==> config.mk <==
export PLATFORM = sky130hd
export DESIGN_NAME = cpu_bus_responder_flat
export DESIGN_NICKNAME = d
export VERILOG_FILES = /design/src/rtl/cpu_bus_pkg.sv /design/src/rtl/cpu_bus_responder_if.sv /design/src/rtl/cpu_bus_responder_mem.sv /design/src/rtl/cpu_bus_responder.sv /design/src/flat_wrapper.sv
export SDC_FILE = /design/constraint.sdc
export NUM_CORES = 1
export LEC_CHECK = 0
export BUFFER_PORTS_ARGS = -buffer_cell sky130_fd_sc_hd__buf_2
export CORE_ASPECT_RATIO = 0.75
export CORE_MARGIN = 2
export CORE_UTILIZATION = 53
export DETAILED_ROUTE_END_ITERATION = 6
export HOLD_SLACK_MARGIN = 0.15
export PLACE_DENSITY_LB_ADDON = 0.1
export SYNTH_ARGS = -nofsm -noshare
export SYNTH_HDL_FRONTEND = slang
export SYNTH_SLANG_ARGS = --single-unit
==> constraint.sdc <==
create_clock -name clk -period 2.9 [get_ports clk]
set_input_delay 0.58 -clock clk [delete_from_list [all_inputs] [get_ports clk]]
set_output_delay 0.58 -clock clk [all_outputs]
set_load 0.005 [all_outputs]
==> src/rtl/cpu_bus_pkg.sv <==
// Shared types and widths for the CPU bus responder: FSM state, response payload, bus widths.
package cpu_bus_pkg;

  localparam int unsigned ADDR_W = 8;
  localparam int unsigned DATA_W = 8;
  localparam int unsigned TXN_W  = 8;

  localparam logic [DATA_W-1:0] ERR_DATA_DEF = 8'hFF;

  typedef enum logic [1:0] {
    ST_IDLE   = 2'd0,
    ST_WDATA  = 2'd1,
    ST_RDRIVE = 2'd2,
    ST_HOLD   = 2'd3
  } state_t;

  // Registered response presented to the initiator while ack is high.
  typedef struct packed {
    logic              ack;
    logic              err;
    logic [DATA_W-1:0] oe;
    logic [DATA_W-1:0] data;
  } resp_t;

endpackage

==> src/rtl/cpu_bus_responder_if.sv <==
// Four-phase request/acknowledge bus between an initiator (master) and the responder (slave).
interface cpu_bus_responder_if;
  import cpu_bus_pkg::*;

  logic              ena;
  logic              req;
  logic              wr;
  logic [ADDR_W-1:0] bus_in;
  logic [DATA_W-1:0] bus_out;
  logic [DATA_W-1:0] bus_oe;
  logic              ack;
  logic              err;
  logic [TXN_W-1:0]  txn_count;

  modport master (
    output ena, req, wr, bus_in,
    input  bus_out, bus_oe, ack, err, txn_count
  );

  modport slave (
    input  ena, req, wr, bus_in,
    output bus_out, bus_oe, ack, err, txn_count
  );

endinterface

==> src/rtl/cpu_bus_responder_mem.sv <==
// Byte storage for the responder: one synchronous write port, one combinational read port,
// cleared synchronously while reset is asserted.
module responder_mem
  import cpu_bus_pkg::*;
#(
  parameter int unsigned DEPTH = 16,
  parameter int unsigned IDX_W = 4
) (
  input  logic              clk,
  input  logic              rst_n,
  input  logic              we,
  input  logic [IDX_W-1:0]  waddr,
  input  logic [DATA_W-1:0] wdata,
  input  logic [IDX_W-1:0]  raddr,
  output logic [DATA_W-1:0] rdata
);

  logic [DATA_W-1:0] mem [DEPTH];

  // Reset wins over a write issued on the same edge.
  always_ff @(posedge clk) begin
    if (!rst_n) begin
      for (int i = 0; i < int'(DEPTH); i++) begin
        mem[i] <= '0;
      end
    end else if (we) begin
      mem[waddr] <= wdata;
    end
  end

  always_comb begin
    rdata = '0;
    if (32'(raddr) < DEPTH) begin
      rdata = mem[raddr];
    end
  end

endmodule

==> src/rtl/cpu_bus_responder.sv <==
// Four-phase CPU bus responder: accepts a read or write in IDLE, answers with ack two
// register stages later, holds the response until req drops, and counts completions.
module cpu_bus_responder
  import cpu_bus_pkg::*;
#(
  parameter int unsigned       MEM_DEPTH = 16,
  parameter logic [DATA_W-1:0] ERR_DATA  = ERR_DATA_DEF
) (
  input  logic                clk,
  input  logic                rst_n,
  cpu_bus_responder_if.slave  bus
);

  localparam int unsigned IDX_W = (MEM_DEPTH > 1) ? $clog2(MEM_DEPTH) : 1;

  state_t            state;
  state_t            state_nxt;
  logic [ADDR_W-1:0] addr_q;
  logic [ADDR_W-1:0] addr_nxt;
  resp_t             resp_q;
  resp_t             resp_nxt;
  logic [TXN_W-1:0]  txn_q;
  logic [TXN_W-1:0]  txn_nxt;

  logic              in_range_c;
  logic              we_c;
  logic [DATA_W-1:0] rdata_c;

  // Addresses at or beyond MEM_DEPTH are errors; with 16 bytes that is addr[7:4] != 0.
  assign in_range_c = (32'(addr_q) < MEM_DEPTH);

  responder_mem #(
    .DEPTH (MEM_DEPTH),
    .IDX_W (IDX_W)
  ) u_mem (
    .clk   (clk),
    .rst_n (rst_n),
    .we    (we_c),
    .waddr (addr_q[IDX_W-1:0]),
    .wdata (bus.bus_in),
    .raddr (addr_q[IDX_W-1:0]),
    .rdata (rdata_c)
  );

  // State and registered outputs.
  always_ff @(posedge clk) begin
    if (!rst_n) begin
      state  <= ST_IDLE;
      addr_q <= '0;
      resp_q <= '0;
      txn_q  <= '0;
    end else begin
      state  <= state_nxt;
      addr_q <= addr_nxt;
      resp_q <= resp_nxt;
      txn_q  <= txn_nxt;
    end
  end

  // Next-state logic.
  always_comb begin
    state_nxt = state;
    unique case (state)
      ST_IDLE: begin
        if (bus.req && bus.ena) begin
          state_nxt = bus.wr ? ST_WDATA : ST_RDRIVE;
        end
      end
      ST_WDATA:  state_nxt = ST_HOLD;
      ST_RDRIVE: state_nxt = ST_HOLD;
      ST_HOLD: begin
        if (!bus.req) begin
          state_nxt = ST_IDLE;
        end
      end
      default:   state_nxt = ST_IDLE;
    endcase
  end

  // Output / datapath next values; everything holds unless a state acts on it.
  always_comb begin
    addr_nxt = addr_q;
    resp_nxt = resp_q;
    txn_nxt  = txn_q;
    we_c     = 1'b0;
    unique case (state)
      ST_IDLE: begin
        if (bus.req && bus.ena) begin
          addr_nxt = bus.bus_in;
        end
      end
      ST_WDATA: begin
        we_c          = in_range_c;
        resp_nxt.ack  = 1'b1;
        resp_nxt.err  = !in_range_c;
        resp_nxt.oe   = '0;
        resp_nxt.data = '0;
      end
      ST_RDRIVE: begin
        resp_nxt.ack  = 1'b1;
        resp_nxt.err  = !in_range_c;
        resp_nxt.oe   = {DATA_W{1'b1}};
        resp_nxt.data = in_range_c ? rdata_c : ERR_DATA;
      end
      ST_HOLD: begin
        if (!bus.req) begin
          resp_nxt = '0;
          txn_nxt  = txn_q + TXN_W'(1);
        end
      end
      default: begin
        resp_nxt = '0;
      end
    endcase
  end

  assign bus.ack       = resp_q.ack;
  assign bus.err       = resp_q.err;
  assign bus.bus_oe    = resp_q.oe;
  assign bus.bus_out   = resp_q.data;
  assign bus.txn_count = txn_q;

endmodule
==> src/flat_wrapper.sv <==
// flat-port wrapper written by rule: the top's interface ports become plain ports
module cpu_bus_responder_flat import cpu_bus_pkg::*;
#(
  parameter int unsigned       MEM_DEPTH = 16,
  parameter logic [DATA_W-1:0] ERR_DATA  = ERR_DATA_DEF
)
  (clk, rst_n, bus_ena, bus_req, bus_wr, bus_bus_in, bus_bus_out, bus_bus_oe, bus_ack, bus_err, bus_txn_count);
  cpu_bus_responder_if bus_i ();
  input  logic clk;
  input  logic rst_n;
  input wire logic [$bits(bus_i.ena)-1:0] bus_ena;
  input wire logic [$bits(bus_i.req)-1:0] bus_req;
  input wire logic [$bits(bus_i.wr)-1:0] bus_wr;
  input wire logic [$bits(bus_i.bus_in)-1:0] bus_bus_in;
  output wire logic [$bits(bus_i.bus_out)-1:0] bus_bus_out;
  output wire logic [$bits(bus_i.bus_oe)-1:0] bus_bus_oe;
  output wire logic [$bits(bus_i.ack)-1:0] bus_ack;
  output wire logic [$bits(bus_i.err)-1:0] bus_err;
  output wire logic [$bits(bus_i.txn_count)-1:0] bus_txn_count;
  assign bus_i.ena = bus_ena;
  assign bus_i.req = bus_req;
  assign bus_i.wr = bus_wr;
  assign bus_i.bus_in = bus_bus_in;
  assign bus_bus_out = bus_i.bus_out;
  assign bus_bus_oe = bus_i.bus_oe;
  assign bus_ack = bus_i.ack;
  assign bus_err = bus_i.err;
  assign bus_txn_count = bus_i.txn_count;
  cpu_bus_responder #(.MEM_DEPTH(MEM_DEPTH), .ERR_DATA(ERR_DATA)) u_core (.clk(clk), .rst_n(rst_n), .bus(bus_i));
endmodule
# [Word-level counts from Yosys, hierarchy flattened]
# Memories as Yosys holds them, arrays and structs flattened. A register that Yosys moved wholly into a read port is not among the register bits.
# Cells that the tools add are included.
[totals] regBits=36 latchBits=0 ramBits=128 romBits=0 mem_count=1
[mem_list] memory="u_core.u_mem.mem" depth=16 width=8 rd=1 rd_ports_with_merged_regs=1 wr=16 line_no="cpu_bus_responder_mem.sv:18" source="logic [DATA_W-1:0] mem [DEPTH];"
[classes] n_addsub=1 multipliers=0 div=0 order_cmp=1 n_eq_ne=5 shift=0 muxes=17 bitwise=1 reduce_logical=10
[op_table] operator="18-bit case mux with 3 select lines" count=1
[op_table] operator="18-bit 2-to-1 mux" count=1
[op_table] operator="8-bit 2-to-1 mux" count=2
[op_table] operator="4-bit 2-to-1 mux" count=3
[op_table] operator="8-bit by 1-bit adder with 8-bit output, second input constant" count=1
[op_table] operator="8-bit by 5-bit < comparator with 1-bit output, second input constant" count=1
[op_table] operator="2-bit AND reduction" count=4
[op_table] operator="8-bit OR reduction" count=1
[op_table] operator="1-bit 2-to-1 mux" count=6
[op_table] operator="2-bit 2-to-1 mux" count=3
[op_table] operator="2-bit case mux with 3 select lines" count=1
[op_table] operator="2-bit equality test, second input constant" count=2
[op_table] operator="3-bit nonzero test" count=1
[op_table] operator="2-bit by 1-bit equality test with 1-bit output, second input constant" count=1
[op_table] operator="2-bit zero test" count=1
[op_table] operator="2-bit by 1-bit != test with 1-bit output, second input constant" count=1
[op_table] operator="2-bit != test, second input constant" count=1
[op_table] operator="2-bit OR reduction" count=1
[op_table] operator="1-bit logical AND" count=1
[op_table] operator="1-bit zero test" count=1
[op_table] operator="1-bit inverter" count=1

# [Longest topological paths before layout]
[depth] depth_word=7 mapped_depth=8 depth_no_buf=6

# [Cells and area by module]
# From an unflattened synthesis, not the netlist that was laid out.
[hier_totals] hier_cells=512 area_unflattened_um2=7243.2
[by_module_without_submodules] module="responder_mem" n_inst=1 cells_per_inst=375 area_each_um2=5933.2
[by_module_without_submodules] module="cpu_bus_responder" n_inst=1 cells_per_inst=137 area_each_um2=1310.0

# [Least setup slack after synthesis]
# OpenSTA, ideal clock, no wires.
[synth_timing] kind="input to register" startpoint="input port rst_n" endpoint="memory u_core.u_mem.mem[11][0], enable pin" arrival_ps=1666 required_ps=2516 slack_ps=850 cell_stages=3 path_cell_list="and2_1 > nand4b_1 > o21ai_0"
[synth_lines] element="start: declaration" line_no="flat_wrapper.sv:10" source="input logic rst_n;"
[synth_lines] element="end: declaration" line_no="cpu_bus_responder_mem.sv:18"

# [Worst setup path in the final report]
[layout_timing] startpoint="register u_core.state[0]" endpoint="register u_core.resp_q, in the netlist u_core.bus.bus_out[4]"
[layout_between] elab_chain_cells=3
[layout_rtl] element="start: declaration" line_no="cpu_bus_responder.sv:16" source="state_t state;"
[layout_rtl] element="start signal: assignment" line_no="cpu_bus_responder.sv:53" source="state <= state_nxt;"
[layout_rtl] element="2-bit equality test / 2-bit by 1-bit equality test with 1-bit output (equally long branches)" line_no="cpu_bus_responder.sv:86" source="unique case (state)"
[layout_rtl] element="2-bit != test (no source line) / 3-bit nonzero test (equally long branches)"
[layout_rtl] element="2-bit AND reduction (no source line)"
[layout_rtl] element="end signal: assignment" line_no="cpu_bus_responder.sv:55" source="resp_q <= resp_nxt;"
[layout_rtl] element="end: declaration" line_no="cpu_bus_responder.sv:20" source="resp_t resp_q;"
# Parallel ways exist; a longest one is shown, timed or not.
# A chain may end at the register's enable or synchronous reset.

==> results <==
- The startpoint identified for the worst hold timing path is u_core.bus.bus_out[6].
- The run finished with clean final reports.
- The setup path with the least slack is of type reg -> reg.
- Setup violations remaining at the end of the flow were counted as 0.
- The average via count per standard cell is 5.68.
- Leaving out fill and tap cells, the most frequent cell in the layout is sky130_fd_sc_hd__and2_1.
- The cell at the root of the clock tree is sky130_fd_sc_hd__clkbuf_16.
- The share of synthesized flip-flops with an asynchronous set or reset is 0.
- Across the VDD grid, the largest voltage drop is 503 uV.
- The H-tree generated during clock tree synthesis spans 4 levels.
- Summed over all nets, the switching power comes to 1.49 mW.
- At the worst endpoint, the arrival time is 2.65 ns.
- Setup repair after global routing left no endpoint under its margin.
- The maximum fanout count along the critical path is 16.
- The shortest period the worst path allows is 2.29 ns.
- The area added between synthesis and finish is 13.5%.
- The quantity of I/O buffers inserted on ports is 38.
- The signal on the critical path passes through inv_1, ha_1, a21oi_2, buf_4, and3_1, nand4_1, nand3_1.
- The DRC violations left is 0.
- The all-layer global routing usage is 0.240.
- The max-capacitance violation count is 0.
- The worst register-to-register path has a depth of 7.
- Of the total power, registers draw 0.467.
- The startpoint identified for the worst register-to-register timing path is u_core.state[0].
- For this design, the CTS-stage hold fixing added 0 buffers.
- The endpoint of the worst-slack reg-to-reg timing path is u_core.bus.bus_out[4].
- In the finished design, the share of the clock period the worst path needs comes to 0.789.
- The die height is 106 um.
- Routability-driven placement finished with a final weighted congestion of 0.838.
- The slowest stage of the critical path belongs to the cell sky130_fd_sc_hd__and3_1.
- Registers take 0.00451 mm^2.
- The remaining max-slew budget at the tightest pin is 0.417.
- The floorplan row count is 37.
- Dividing the synthesized area by the synthesized cell count gives 12.6 um^2.
- The final max-slew violation count is 0.
- Of the total power, combinational logic draws 0.134.
- The final net count is 644.
- The share of post-route cells with drive strength above 1 is 0.152.
- The met1 routed wirelength after detailed routing is 7.86 mm.
- Counting every net in the synthesized netlist gives 607.
- The detailed-routed wire length on met2 is 7.67 mm.
- The worst-case register-to-register setup slack is 0.61 ns.
- The most used flip-flop cell after synthesis is sky130_fd_sc_hd__edfxtp_1.
- The area fraction of the dominant cell type after synthesis is 0.518.
- The number of clock sinks seen by CTS is 161.
- After detailed routing, the average wire length per cell comes to 20.9 um.
- The number of buffers between clock root and the deepest sink is 2.
- The internal portion of total power is 4.39 mW.
- Of the total power, the share spent switching nets is 0.254.
- The number of endpoints with negative hold slack in the final report is 0.
- For this run, the register share of the synthesized area comes to 0.607.
- The first global-routing pass estimated 26.0 mm of wire.
- The clock latency on the worst-skew pair is 0.43 ns.
- The post-CTS setup-driven buffer insertion count is 0.
- After detailed placement, the total cell area comes to 0.00780 mm^2.
- In this run, synthesis produced a sequential element count of 161.
- For the worst setup path, the data required time is 3.27 ns.
- The TritonCTS clock tree is yes.
- For this configuration, the core starts out at a cell density of 0.541.
- The count of fill cells added during filler insertion is 1083.
- The synthesized design spends more area on one cell type than any other, namely sky130_fd_sc_hd__edfxtp_1.
- Along the worst hold path, the cell count comes to 2.
- STA classifies the critical path startpoint as a flop.
- The die is 141 um wide.
- For the final routed database, the setup TNS stands at 0 ns.
- The number of buffers inserted during clock tree synthesis is 17.
- For this run, the number of Yosys warnings is 0.
- Wire segments on met3 add up to 1.07 mm in the final route.
- Once layout is done, the placed cells without fillers occupy 0.00841 mm^2.
- The portion of total power attributed to the clock network is 0.399.
- In the final layout, the multi-input gates occupy 0.00271 mm^2.
- The iteration-0 DRC count of the detailed router is 365.
- Sorting the synthesized cells by area gives the leading types as sky130_fd_sc_hd__edfxtp_1, sky130_fd_sc_hd__and2_1, sky130_fd_sc_hd__mux2i_1.
- The number of global-route vias before repair is 4505.
- The combined area of all synthesized cells is 0.00742 mm^2.
- The topmost layer with routed signal wires is met4.
- Detailed routing inserted a total of 4609 vias.
- The standard cell core area is 0.0137 mm^2.
- The number of distinct library cells after synthesis is 35.
- The maximum cell stage delay along the critical path is 0.67 ns.
- The die covers 0.0150 mm^2.
- The library cells used most frequently in the layout, excluding fill and tap cells, are sky130_fd_sc_hd__and2_1, sky130_fd_sc_hd__edfxtp_1, sky130_fd_sc_hd__mux2i_1.
- The maximum clock frequency is 0.437 GHz.
- The analysis attributes to cell leakage a power of 3.19 nW.
- Gates resized during post-CTS repair numbered 0.
- The repair_antennas step left the layout with diodes totalling 0.
- The initial antenna violation count is 1.
- The transition at the pin with the smallest max-transition slack is 0.873 ns.
- The number of enable flip-flop cells after synthesis is 128.
- The min-delay analysis places its worst path in the category reg -> reg.
- On the final layout, the worst clock skew is 0.00545 ns.
- The total iterations of the first detailed-routing run is 6.
- The routed design has 16.9 mm of wire.
- The clock-pin slew on the worst setup and hold paths is 0.06 ns.
- The total global routing overflow is 0.
- The number of ports placed on the die boundary is 39.
- The hold path endpoint is u_core.bus.bus_out[6].
- The kind of end point of the critical path is a flop.
- The HPWL after detailed placement is 11.2 mm.
- After technology mapping, the gate count stands at 587.
- Once detail routing completed, the nets flagged for antenna violations numbered 0.
- Power spread over the standard cell area amounts to 699 mW/mm^2.
- Entering global routing, the biggest net connects 40 pins.
## how the worst max path moves through the flow
stage	start	end	cells after the start
global placement	rst_n	u_core.bus.bus_out[4]	5
detailed placement	rst_n	u_core.u_mem.mem[0][7]	5
global route	u_core.addr_q[7]	u_core.u_mem.mem[0][3]	4
CTS	u_core.state[0]	u_core.bus.bus_out[4]	7
finish	u_core.state[0]	u_core.bus.bus_out[4]	7
floorplan	rst_n	u_core.u_mem.mem[11][0]	3
## power by group through the flow
stage,Combinational (mW),Sequential (mW),Clock (mW)
after CTS,0.790,2.75,2.36
final,0.788,2.75,2.34
after global routing,0.861,2.77,2.45
after floorplan,0.572,2.74,0
after global placement,0.764,2.79,0
after detailed placement,0.783,2.80,0
## Yosys cell counts (9+ instances only)
cell                         n
sky130_fd_sc_hd__and2_1    137
sky130_fd_sc_hd__edfxtp_1  128
sky130_fd_sc_hd__mux2i_1    75
sky130_fd_sc_hd__dfxtp_1    33
sky130_fd_sc_hd__nand2_1    22
sky130_fd_sc_hd__clkbuf_1   20
sky130_fd_sc_hd__o22ai_1    16
sky130_fd_sc_hd__nor2b_1    15
sky130_fd_sc_hd__nor2_1     14
sky130_fd_sc_hd__nand4_1    13
sky130_fd_sc_hd__nand3_1    12
sky130_fd_sc_hd__o21ai_0    12
sky130_fd_sc_hd__a22oi_1     9
## layer usage
metal,track usage,vias up
met1,0.340,2271
met2,0.363,134
li1,-,2178
met4,0.0814,0
met3,0.0622,26
met5,0,-
## kinds of logic after synthesis
family          count (synthesis)  synth area share
xor+xnor                        7           0.00827
compound gates                 58            0.0528
simple gates                  236             0.191
fa+ha+maj                       7            0.0118
flops                         161             0.607
buf+inv                        43            0.0277
mux                            75             0.101
## final cells by class
class,count,area share
Timing Repair Buffer,58,0.0419
Inverter,3,0.00134
Tap cell,175,0.0260
Clock inverter,9,0.0153
Multi-Input combinational cell,383,0.322
Clock buffer,23,0.0580
Sequential cell,161,0.536
## critical path, delay by kind of cell, from the launching register on
| family | cells | cell delay [ns] |
|---|---|---|
| AO/OA/AOI/OAI | 1 | 0.11 |
| adder cells (fa/ha/maj) | 1 | 0.27 |
| buffers and inverters | 2 | 0.27 |
| flip-flops | 1 | 0.43 |
| AND/OR/NAND/NOR | 3 | 1.15 |
## sequential cells by signal (all words and copies together) (netlist names), named ones only
signal	flops
u_core.u_mem.mem	128
u_core.bus.bus_oe	1
u_core.bus.txn_count	8
u_core.bus.bus_out	8
u_core.state	2
u_core.addr_q	8
u_core.bus.err	1
u_core.bus.ack	1
## through the flow
| stage | utilization | instances | hold slack, ns | power [mW] | setup slack [ns] |
|---|---|---|---|---|---|
| 2_1_floorplan | - | 587 | 0.450 | 3.31 | 0.850 |
| 3_3_place_gp | 0.569 | 780 | 0.436 | 3.55 | 0.700 |
| 5_1_grt | 0.614 | 812 | 0.478 | 6.08 | 0.452 |
| 6_report | 0.614 | 812 | 0.452 | 5.88 | 0.611 |
| 3_5_place_dp | 0.569 | 780 | 0.445 | 3.58 | 0.613 |
| 4_1_cts | 0.614 | 812 | 0.460 | 5.90 | 0.636 |
Note: power is estimated with default switching activity, not from simulation.
